`config.mk`:
```
export PLATFORM = sky130hd
export DESIGN_NAME = munch_vga_core
export DESIGN_NICKNAME = d
export VERILOG_FILES = /design/src/rtl/munch_pkg.sv /design/src/rtl/munch_raster_timing.sv /design/src/rtl/munch_vga_core.sv
export SDC_FILE = /design/constraint.sdc
export NUM_CORES = 1
export LEC_CHECK = 0
export ABC_CLOCK_PERIOD_IN_PS = 4300
export BUFFER_PORTS_ARGS = -buffer_cell sky130_fd_sc_hd__buf_2
export CAP_MARGIN = 20
export CORE_MARGIN = 5
export CORE_UTILIZATION = 45
export CTS_CLUSTER_SIZE = 8
export DETAILED_ROUTE_END_ITERATION = 12
export SYNTH_ARGS = -nofsm -noshare
export SYNTH_HDL_FRONTEND = slang
export SYNTH_HIERARCHICAL = 1
export SYNTH_SLANG_ARGS = --single-unit
```
`constraint.sdc`:
```
create_clock -name clk -period 4.3 [get_ports clk]
set_input_delay 0.215 -clock clk [delete_from_list [all_inputs] [get_ports clk]]
set_output_delay 0.215 -clock clk [all_outputs]
set_load 0.05 [all_outputs]
```
`src/rtl/munch_pkg.sv`:
```
// munch_pkg: shared definitions for the munching-squares video engine.
//   - mode_e       : pattern select encoding (XOR / AND / ADD / XOR band)
//   - PALETTE      : 8-entry {R,G,B} colour table, 1 bit per channel,
//                    used only when MUNCH_PALETTE_EN is defined
//   - total_count(): sums the four segments of a raster axis
package munch_pkg;

    typedef enum logic [1:0] {
        MODE_XOR  = 2'd0,
        MODE_AND  = 2'd1,
        MODE_ADD  = 2'd2,
        MODE_BAND = 2'd3
    } mode_e;

    // Index 0 is the rightmost entry. Every entry is non-black so a lit pixel
    // is always distinguishable from an unlit one.
    localparam logic [7:0][2:0] PALETTE = {
        3'b111, 3'b101, 3'b001, 3'b011,   // 7..4: white, magenta, blue, cyan
        3'b010, 3'b110, 3'b100, 3'b111    // 3..0: green, yellow, red, white
    };

    function automatic int total_count(input int active, input int fp,
                                       input int sync, input int bp);
        return active + fp + sync + bp;
    endfunction

endpackage

```
`src/rtl/munch_raster_timing.sv`:
```
// munch_raster_timing: free-running h/v raster counters and their decode.
// Ports:
//   clk_i, rst_n_i      pixel clock, async active-low reset
//   ena_i               low holds both counters
//   h_cnt_o, v_cnt_o    current raster position
//   vis_o               position is inside the visible window
//   hsync_o, vsync_o    active-low sync decode of the current position
//   frame_start_o       position is (0,0)
//   frame_end_o         position is the last clock of the frame
// All outputs are combinational from the counter registers; the core
// registers them so everything leaves the engine with the same latency.
module munch_raster_timing
    import munch_pkg::*;
#(
    parameter int H_ACTIVE = 640,
    parameter int H_FP     = 16,
    parameter int H_SYNC   = 96,
    parameter int H_BP     = 48,
    parameter int V_ACTIVE = 480,
    parameter int V_FP     = 10,
    parameter int V_SYNC   = 2,
    parameter int V_BP     = 33,
    localparam int H_TOTAL = total_count(H_ACTIVE, H_FP, H_SYNC, H_BP),
    localparam int V_TOTAL = total_count(V_ACTIVE, V_FP, V_SYNC, V_BP),
    localparam int HW      = $clog2(H_TOTAL),
    localparam int VW      = $clog2(V_TOTAL)
) (
    input  logic          clk_i,
    input  logic          rst_n_i,
    input  logic          ena_i,
    output logic [HW-1:0] h_cnt_o,
    output logic [VW-1:0] v_cnt_o,
    output logic          vis_o,
    output logic          hsync_o,
    output logic          vsync_o,
    output logic          frame_start_o,
    output logic          frame_end_o
);

    // Decode bounds compared at 32 bits so an edge that equals 2^HW
    // (zero back porch) does not truncate to zero.
    localparam logic [31:0] HS_LO = 32'(H_ACTIVE + H_FP);
    localparam logic [31:0] HS_HI = 32'(H_ACTIVE + H_FP + H_SYNC);
    localparam logic [31:0] VS_LO = 32'(V_ACTIVE + V_FP);
    localparam logic [31:0] VS_HI = 32'(V_ACTIVE + V_FP + V_SYNC);

    logic [HW-1:0] h_q, h_d;
    logic [VW-1:0] v_q, v_d;
    logic          h_last, v_last;

    always_comb begin
        h_last = (h_q == HW'(H_TOTAL - 1));
        v_last = (v_q == VW'(V_TOTAL - 1));
        h_d    = h_q;
        v_d    = v_q;
        if (ena_i) begin
            h_d = h_last ? '0 : h_q + 1'b1;
            if (h_last) v_d = v_last ? '0 : v_q + 1'b1;
        end
    end

    always_ff @(posedge clk_i or negedge rst_n_i) begin
        if (!rst_n_i) begin
            h_q <= '0;
            v_q <= '0;
        end else begin
            h_q <= h_d;
            v_q <= v_d;
        end
    end

    assign h_cnt_o       = h_q;
    assign v_cnt_o       = v_q;
    assign vis_o         = (32'(h_q) < 32'(H_ACTIVE)) && (32'(v_q) < 32'(V_ACTIVE));
    assign hsync_o       = !((32'(h_q) >= HS_LO) && (32'(h_q) < HS_HI));
    assign vsync_o       = !((32'(v_q) >= VS_LO) && (32'(v_q) < VS_HI));
    assign frame_start_o = (h_q == '0) && (v_q == '0);
    assign frame_end_o   = h_last && v_last;

endmodule

```
`src/rtl/munch_vga_core.sv`:
```
// munch_vga_core: munching-squares pattern generator with VGA-style timing.
// Ports:
//   clk, rst_n        pixel clock, async active-low reset
//   ena               low freezes counters, t and latched mode; outputs blank
//   mode[1:0]         pattern select (see munch_pkg::mode_e)
//   speed[2:0]        t step per frame minus one
//   hsync, vsync      active-low syncs
//   de                visible pixel
//   rgb               {R,G,B}, COLOR_BITS per channel
//   frame_tick        one-clock pulse aligned with pixel (0,0)
// Optional: define MUNCH_PALETTE_EN to colour lit pixels from munch_pkg::PALETTE
// instead of plain white.
// Every output is a register loaded from the counter position, so output for
// raster (h,v) appears one clock after the counters hold (h,v).
module munch_vga_core
    import munch_pkg::*;
#(
    parameter int H_ACTIVE   = 640,
    parameter int H_FP       = 16,
    parameter int H_SYNC     = 96,
    parameter int H_BP       = 48,
    parameter int V_ACTIVE   = 480,
    parameter int V_FP       = 10,
    parameter int V_SYNC     = 2,
    parameter int V_BP       = 33,
    parameter int COLOR_BITS = 2,
    parameter int T_BITS     = 8,
    parameter int SHIFT      = 0
) (
    input  logic                    clk,
    input  logic                    rst_n,
    input  logic                    ena,
    input  logic [1:0]              mode,
    input  logic [2:0]              speed,
    output logic                    hsync,
    output logic                    vsync,
    output logic                    de,
    output logic [3*COLOR_BITS-1:0] rgb,
    output logic                    frame_tick
);

    localparam int HW = $clog2(total_count(H_ACTIVE, H_FP, H_SYNC, H_BP));
    localparam int VW = $clog2(total_count(V_ACTIVE, V_FP, V_SYNC, V_BP));

    logic [HW-1:0] h_cnt;
    logic [VW-1:0] v_cnt;
    logic          vis, hs_n, vs_n, frame_start, frame_end;

    munch_raster_timing #(
        .H_ACTIVE(H_ACTIVE), .H_FP(H_FP), .H_SYNC(H_SYNC), .H_BP(H_BP),
        .V_ACTIVE(V_ACTIVE), .V_FP(V_FP), .V_SYNC(V_SYNC), .V_BP(V_BP)
    ) u_timing (
        .clk_i         (clk),
        .rst_n_i       (rst_n),
        .ena_i         (ena),
        .h_cnt_o       (h_cnt),
        .v_cnt_o       (v_cnt),
        .vis_o         (vis),
        .hsync_o       (hs_n),
        .vsync_o       (vs_n),
        .frame_start_o (frame_start),
        .frame_end_o   (frame_end)
    );

    mode_e                   mode_q, mode_d, mode_sel;
    logic [2:0]              speed_q, speed_d;
    logic [T_BITS-1:0]       t_q, t_d;
    logic [T_BITS-1:0]       x, y, pv;
    logic                    lit;
    logic [3*COLOR_BITS-1:0] pix;
    logic                    hsync_q, vsync_q, de_q, tick_q;
    logic                    hsync_d, vsync_d, de_d, tick_d;
    logic [3*COLOR_BITS-1:0] rgb_q, rgb_d;

    // Pixel (0,0) is computed on the same edge that latches mode, so it takes
    // the incoming mode directly; the whole frame then uses one mode.
    // t advances on the last clock of a frame, so t_q is already the new
    // frame's value when the raster reaches (0,0).
    always_comb begin
        mode_sel = frame_start ? mode_e'(mode) : mode_q;
        x        = T_BITS'(h_cnt >> SHIFT);
        y        = T_BITS'(v_cnt >> SHIFT);
        pv       = x ^ y;
        case (mode_sel)
            MODE_AND: pv = x & y;
            MODE_ADD: pv = x + y;
            default:  pv = x ^ y;
        endcase
        lit = (mode_sel == MODE_BAND) ? (t_q[T_BITS-1:2] == pv[T_BITS-1:2])
                                      : (pv < t_q);
    end

`ifdef MUNCH_PALETTE_EN
    logic [2:0] pal_idx, pal_rgb;
    assign pal_idx = t_q[T_BITS-1 -: 3] + pv[2:0];
    assign pal_rgb = PALETTE[pal_idx];
    assign pix     = lit ? {{COLOR_BITS{pal_rgb[2]}}, {COLOR_BITS{pal_rgb[1]}},
                            {COLOR_BITS{pal_rgb[0]}}} : '0;
`else
    assign pix     = {(3*COLOR_BITS){lit}};
`endif

    always_comb begin
        mode_d  = mode_q;
        speed_d = speed_q;
        t_d     = t_q;
        hsync_d = 1'b1;
        vsync_d = 1'b1;
        de_d    = 1'b0;
        rgb_d   = '0;
        tick_d  = 1'b0;
        if (ena) begin
            if (frame_start) begin
                mode_d  = mode_e'(mode);
                speed_d = speed;
            end
            if (frame_end) t_d = t_q + T_BITS'(speed_q) + T_BITS'(1);
            hsync_d = hs_n;
            vsync_d = vs_n;
            de_d    = vis;
            rgb_d   = vis ? pix : '0;
            tick_d  = frame_start;
        end
    end

    always_ff @(posedge clk or negedge rst_n) begin
        if (!rst_n) begin
            mode_q  <= MODE_XOR;
            speed_q <= '0;
            t_q     <= '0;
            hsync_q <= 1'b1;
            vsync_q <= 1'b1;
            de_q    <= 1'b0;
            rgb_q   <= '0;
            tick_q  <= 1'b0;
        end else begin
            mode_q  <= mode_d;
            speed_q <= speed_d;
            t_q     <= t_d;
            hsync_q <= hsync_d;
            vsync_q <= vsync_d;
            de_q    <= de_d;
            rgb_q   <= rgb_d;
            tick_q  <= tick_d;
        end
    end

    assign hsync      = hsync_q;
    assign vsync      = vsync_q;
    assign de         = de_q;
    assign rgb        = rgb_q;
    assign frame_tick = tick_q;

endmodule

```
==> results.ini, run 1 <==
[run_status]
status=finished clean

[placement]
pre_cts_ws_ns=0.325
gp_congestion=0.849
io_buffers=17
dp_hpwl_mm=4.34

[synth]
async_reset_ff_share_pct=100
synth.avg_cell_area_um2=9.06
ys_top_cells_by_count=dfrtp_1, inv_1, ha_1
synth_cell_types=50
synth-edff-count=0
ys_seq_area_share_pct=35.9
mappedNetlistArea_um2=2660
synthTopCellsByArea=dfrtp_1, ha_1, inv_1
synth_nets=329
synthCells=293
yosysTopAreaCell=dfrtp_1
ys.warnings.count=6
synth_flop_cell=dfrtp_1
synth_top_cell_area_share_pct=33.9
synth.ff_latch_count=38
yosysMostFrequentCell=dfrtp_1

[worst_setup_path]
crit_chain=inv_1, ha_1, nor4b_2, nand4_1, nor4_1, buf_4, mux2i_1, inv_1, ha_1, nor2b_4, and3_1, a221o_1, a41oi_1, o22ai_1, ha_1, nand2_1, o211ai_1, a21oi_1, a21oi_1, o21ai_1
critPathMaxStageDelay_ns=0.43
crit_top_cell=ha_1
critPathLaunchType=flop
critPathKind=reg2reg
slowest_stage=dfrtp_1
arrival_ns=4.06
r2r_cells=20
required_ns=4.49
crit_fanout=5
worst_setup_path_end_kind=flop

[route]
wl_mm=5.73
wl_per_cell_um=14.8
drt_iter0_drc=151
via_count=2117
viasPerCell=5.48
ant_nets=0
drc=0
dr.pass1.iters=4

[clocking]
tritoncts=done
post-cts-setup-buffer-count=0
htreeDepth=2
cts_max_path_buffers=2
clockRootBuffer=clkbuf_8
cts.sinks=38
numCtsBuffers=5
ctsHoldBuffers=0
cts_resized=0
cts.clk_slew.worst_paths_ns=0.08
insertion_delay_ns=0.30

[global_route]
grt_remaining_overflow=0
antenna_found_initial=0
grt_first_pass_wirelength_mm=10.0
grt_max_degree=39
grt_pass1_vias=2064
grtUsageTotal_pct=16.9

[floorplan]
die_height_um=86.8
dieArea_um2=7540
die_w_um=86.8
core_region_area_um2=5820
start_util_pct=45.7
rows=28
ioPinCount=18

[power]
vdd_drop_max_mv=0.225
p_per_area_nw_per_um2=353
p_leak_nw=1.39

[timing]
slew_headroom_pct=43.4
setup_slack_ns=0.430
fin_crit_ns=3.87
setup_tns_ns=0
fin_skew_ns=0.00877
fin_crit_sh_pct=90.0
worst_hold_slack_ns=0.0207
drv_slew=0
worst_pin_slew_ns=0.849
finalSetupViolCount=0
hold_viol=0
rsz0062_at_grt=false
fmax_mhz=258

[worst_hold_path]
hold_class=in2async

[cells_and_area]
antenna_cells=0
layout-drive-gt1-share_pct=14.1
fin_nets=346
utilization_pct=50.8
area_growth_syn_to_layout_pct=11.2

[job]
timing.max_cap.violations=0

## flip-flops by register name, summed over array words and instances (netlist names), 2 cells and up
name and count:
mode_q 2, u_timing/h_cnt_o 10, speed_q 3, u_timing/v_cnt_o 10, t_q 8
## cell usage in the layout, fill, tap and decap left out, types with 3 or more instances in the layout
cell	instances
dfrtp_1	36
inv_1	29
ha_1	26
nand2_1	23
a21oi_1	18
nand3_1	17
buf_2	17
nor2_1	15
o21ai_0	13
xnor2_1	11
nand4_1	10
and3_1	6
mux2_2	6
clkbuf_8	6
o22ai_1	5
xor2_1	5
nor2b_1	4
o21ai_1	4
nand2b_1	4
buf_4	4
or3_1	4
nor3_1	3
nor4_1	3
## metal layers
layer  vias to the layer above  share of wire (%)  GRT usage [%]
met5                         -                  0              0
met4                         0                1.2           4.67
met3                         6                5.0           2.95
met2                        46                 44           25.6
met1                       990                 50           24.6
li1                       1075                  -              -
## power breakdown
part           switching (mW)  total (mW)  leakage [nW]  internal (mW)
clock network           0.133       0.381        0.0714          0.248
registers              0.0559       0.437         0.478          0.381
logic                   0.128       0.223         0.842         0.0956
total                   0.317        1.04          1.39          0.724
## critical path, delay by kind of cell, from the launching register on
family	cells	cell delay [ns]
simple gates	6	1.02
buf+inv	3	0.41
compound gates	7	0.96
mux	1	0.23
flops	1	0.43
fa+ha+maj	3	0.72
## final timing paths
check / startpoint / end / slack [ns]
min in group clk: speed[0] / speed_q[0] / 0.13
max in group asynchronous: rst_n / u_timing/v_cnt_o[7] / 3.73
worst max register to register: u_timing/v_cnt_o[0] / rgb[4] / 0.43
worst max-delay path: u_timing/v_cnt_o[0] / rgb[4] / 0.43
worst min register to register: t_q[7] / t_q[7] / 0.49
worst min-delay path: rst_n / t_q[2] / 0.02
## through the flow
stage / total power [mW] / cell area (um^2) / std cells
floorplan: 0.598 / 2660 / 293
global placement: 0.666 / 2800 / 378
detailed placement: 0.665 / 2800 / 378
CTS: 1.05 / 2950 / 386
global route: 1.11 / 2950 / 386
finish: 1.04 / 2950 / 386
## final cells by class
class | count | area, um^2
multi-input combinational | 215 | 1540
timing repair buffer | 21 | 115
fill | 551 | 2860
sequential | 38 | 953
tap | 75 | 93.8
clock buffer | 6 | 82.6
inverter | 29 | 109
clock inverter | 2 | 60.1
## logic make-up after synthesis
family          Yosys count  share of synthesized area [%]
buf+inv                  40                           6.41
flops                    38                           35.9
simple gates            103                           21.3
compound gates           60                           14.0
xor+xnor                 16                           5.28
fa+ha+maj                28                           13.8
mux                       8                           3.30
Note: power is estimated with default switching activity, not from simulation.
==> inputs of run 2 (changes only) <==
- CORE_MARGIN: 5 -> default
==> results.ini, run 2 (same netlist as run 1, synthesis figures left out) <==
[run_status]
status=finished clean  ; unchanged

[global_route]
gr-usage-met1_pct=28.3  ; was 24.6%
use_met3_pct=4.14  ; was 2.95%
busiest_layer=met2  ; unchanged
grt_first_pass_wirelength_mm=9.40  ; was 10.0 mm
grtUsageTotal_pct=19.7  ; was 16.9%
grt_max_degree=39  ; unchanged
antenna_found_initial=0  ; unchanged
use_met2_pct=28.8  ; was 25.6%
grt_pass1_vias=1921  ; was 2064
grt_remaining_overflow=0  ; unchanged

[timing]
fin_crit_sh_pct=91.9  ; was 90.0%
worst_pin_slew_ns=0.842  ; was 0.849 ns
rsz0062_at_grt=false  ; unchanged
fin_skew_ns=0.00932  ; was 0.00877 ns
finalSetupViolCount=0  ; unchanged
fmax_mhz=253  ; was 258 MHz
slew_headroom_pct=43.9  ; was 43.4%
hold_viol=0  ; unchanged
fin_crit_ns=3.95  ; was 3.87 ns
drv_slew=0  ; unchanged
setup_tns_ns=0  ; unchanged

[worst_setup_path]
required_ns=4.49  ; about the same
worst_setup_path_end_kind=flop  ; unchanged
crit_fanout=7  ; was 5
critPathKind=reg2reg  ; unchanged
r2r_slack_ns=0.35  ; was 0.43 ns
arrival_ns=4.14  ; was 4.06 ns
critPathLaunchType=flop  ; unchanged

[cells_and_area]
area_growth_syn_to_layout_pct=10.5  ; was 11.2%
seqCellArea_um2=953  ; unchanged
utilization_pct=52.3  ; was 50.8%
final_common_cell=dfrtp_1  ; unchanged
multi_input_area_um2=1530  ; was 1540 um^2
stdcell_count=382  ; was 386
layout-drive-gt1-share_pct=13.5  ; was 14.1%
nFillCells=543  ; was 551
final_area_um2=2930  ; was 2950 um^2
fin_nets=345  ; was 346
final_cell_mix=dfrtp_1, inv_1, ha_1, nand2_1, a21oi_1  ; unchanged
antenna_cells=0  ; unchanged

[clocking]
htreeDepth=2  ; unchanged
numCtsBuffers=5  ; unchanged
cts.sinks=38  ; unchanged
clockRootBuffer=clkbuf_8  ; unchanged
cts.clk_slew.worst_paths_ns=0.08  ; about the same
tritoncts=done  ; unchanged
post-cts-setup-buffer-count=0  ; unchanged
cts_resized=0  ; unchanged
insertion_delay_ns=0.29  ; was 0.30 ns
ctsHoldBuffers=0  ; unchanged
cts_max_path_buffers=2  ; unchanged

[floorplan]
ioPinCount=18  ; unchanged
start_util_pct=47.3  ; was 45.7%
die_w_um=78.8  ; was 86.8 um
dieArea_um2=6210  ; was 7540 um^2
rows=27  ; was 28
die_height_um=78.8  ; was 86.8 um
core_region_area_um2=5610  ; was 5820 um^2

[route]
drt_iter0_drc=163  ; was 151
via_count=2105  ; was 2117
wl_per_cell_um=14.7  ; was 14.8 um
ant_nets=0  ; unchanged
drc=0  ; unchanged
viasPerCell=5.51  ; was 5.48
wl_mm=5.62  ; was 5.73 mm
dr.pass1.iters=4  ; unchanged

[worst_hold_path]
hold_class=in2async  ; unchanged

[power]
p_total_mw=1.04  ; about the same
p_leak_nw=1.38  ; was 1.39 nW
vdd_drop_max_mv=0.228  ; was 0.225 mV
p_per_area_nw_per_um2=355  ; was 353 nW/um^2

[placement]
dp_hpwl_mm=4.25  ; was 4.34 mm
dpl.cell_count=374  ; was 378
gp_congestion=0.866  ; was 0.849
io_buffers=17  ; unchanged
dpl_cell_area_um2=2790  ; was 2800 um^2

[job]
timing.max_cap.violations=0  ; unchanged

[run 2: changes by cell type in the layout (fill, tap and decap cells not counted)]
cell	delta
buf_4	-1
nor4b_1	+1
nor4b_2	-1
[run 2: cell type report]
class / count / area share [%]
Clock buffer: 6 / 2.81
Clock inverter: 2 / 2.05
Inverter: 29 / 3.71
Multi-Input combinational cell: 215 / 52.2
Sequential cell: 38 / 32.5
Tap cell: 72 / 3.07
Timing Repair Buffer: 20 / 3.67
[run 2: critical path: stages (launching register included)]
cell	delay, ns
dfrtp_1	0.46
inv_1	0.10
ha_1	0.13
nor4b_1	0.34
nand4_1	0.16
nor4_1	0.26
buf_4	0.18
mux2i_1	0.24
inv_1	0.09
ha_1	0.20
nor2b_4	0.13
and3_1	0.17
a221o_1	0.25
a41oi_1	0.16
o22ai_1	0.13
ha_1	0.36
nand2_1	0.06
o211ai_1	0.15
a21oi_1	0.08
a21oi_1	0.12
o21ai_1	0.08
[run 2: layer usage]
layer	vias to the layer above	part of all wire, %	routed length [um]
met2	38	42	2360
met5	-	0	0
met4	0	1.5	87
li1	1069	-	-
met3	8	3.3	187
met1	990	53	2990
[run 2: worst paths after layout]
kind	from	to	cells past startpoint
hold reg to reg	t_q[7]	t_q[7]	1
setup / recovery	u_timing/v_cnt_o[1]	rgb[4]	20
min in group clk	speed[0]	speed_q[0]	3
setup reg to reg	u_timing/v_cnt_o[1]	rgb[4]	20
hold / removal	rst_n	speed_q[2]	1
max in group asynchronous	rst_n	u_timing/v_cnt_o[7]	1
[run 2: stage by stage]
stage | hold slack (ns) | setup slack (ns)
after detailed placement | 0.386 | 0.332
after global placement | 0.382 | 0.511
after floorplan | -0.0806 | 0.280
final | 0.0143 | 0.349
after CTS | 0.0658 | 0.314
after global routing | 0.105 | 0.00145
[run 2: where the power goes]
group	total (mW)	switching, mW	internal (mW)	leakage [nW]
sequential	0.438	0.0569	0.381	0.478
clock	0.380	0.133	0.248	0.0714
combinational	0.223	0.127	0.0960	0.835
total	1.04	0.316	0.724	1.38
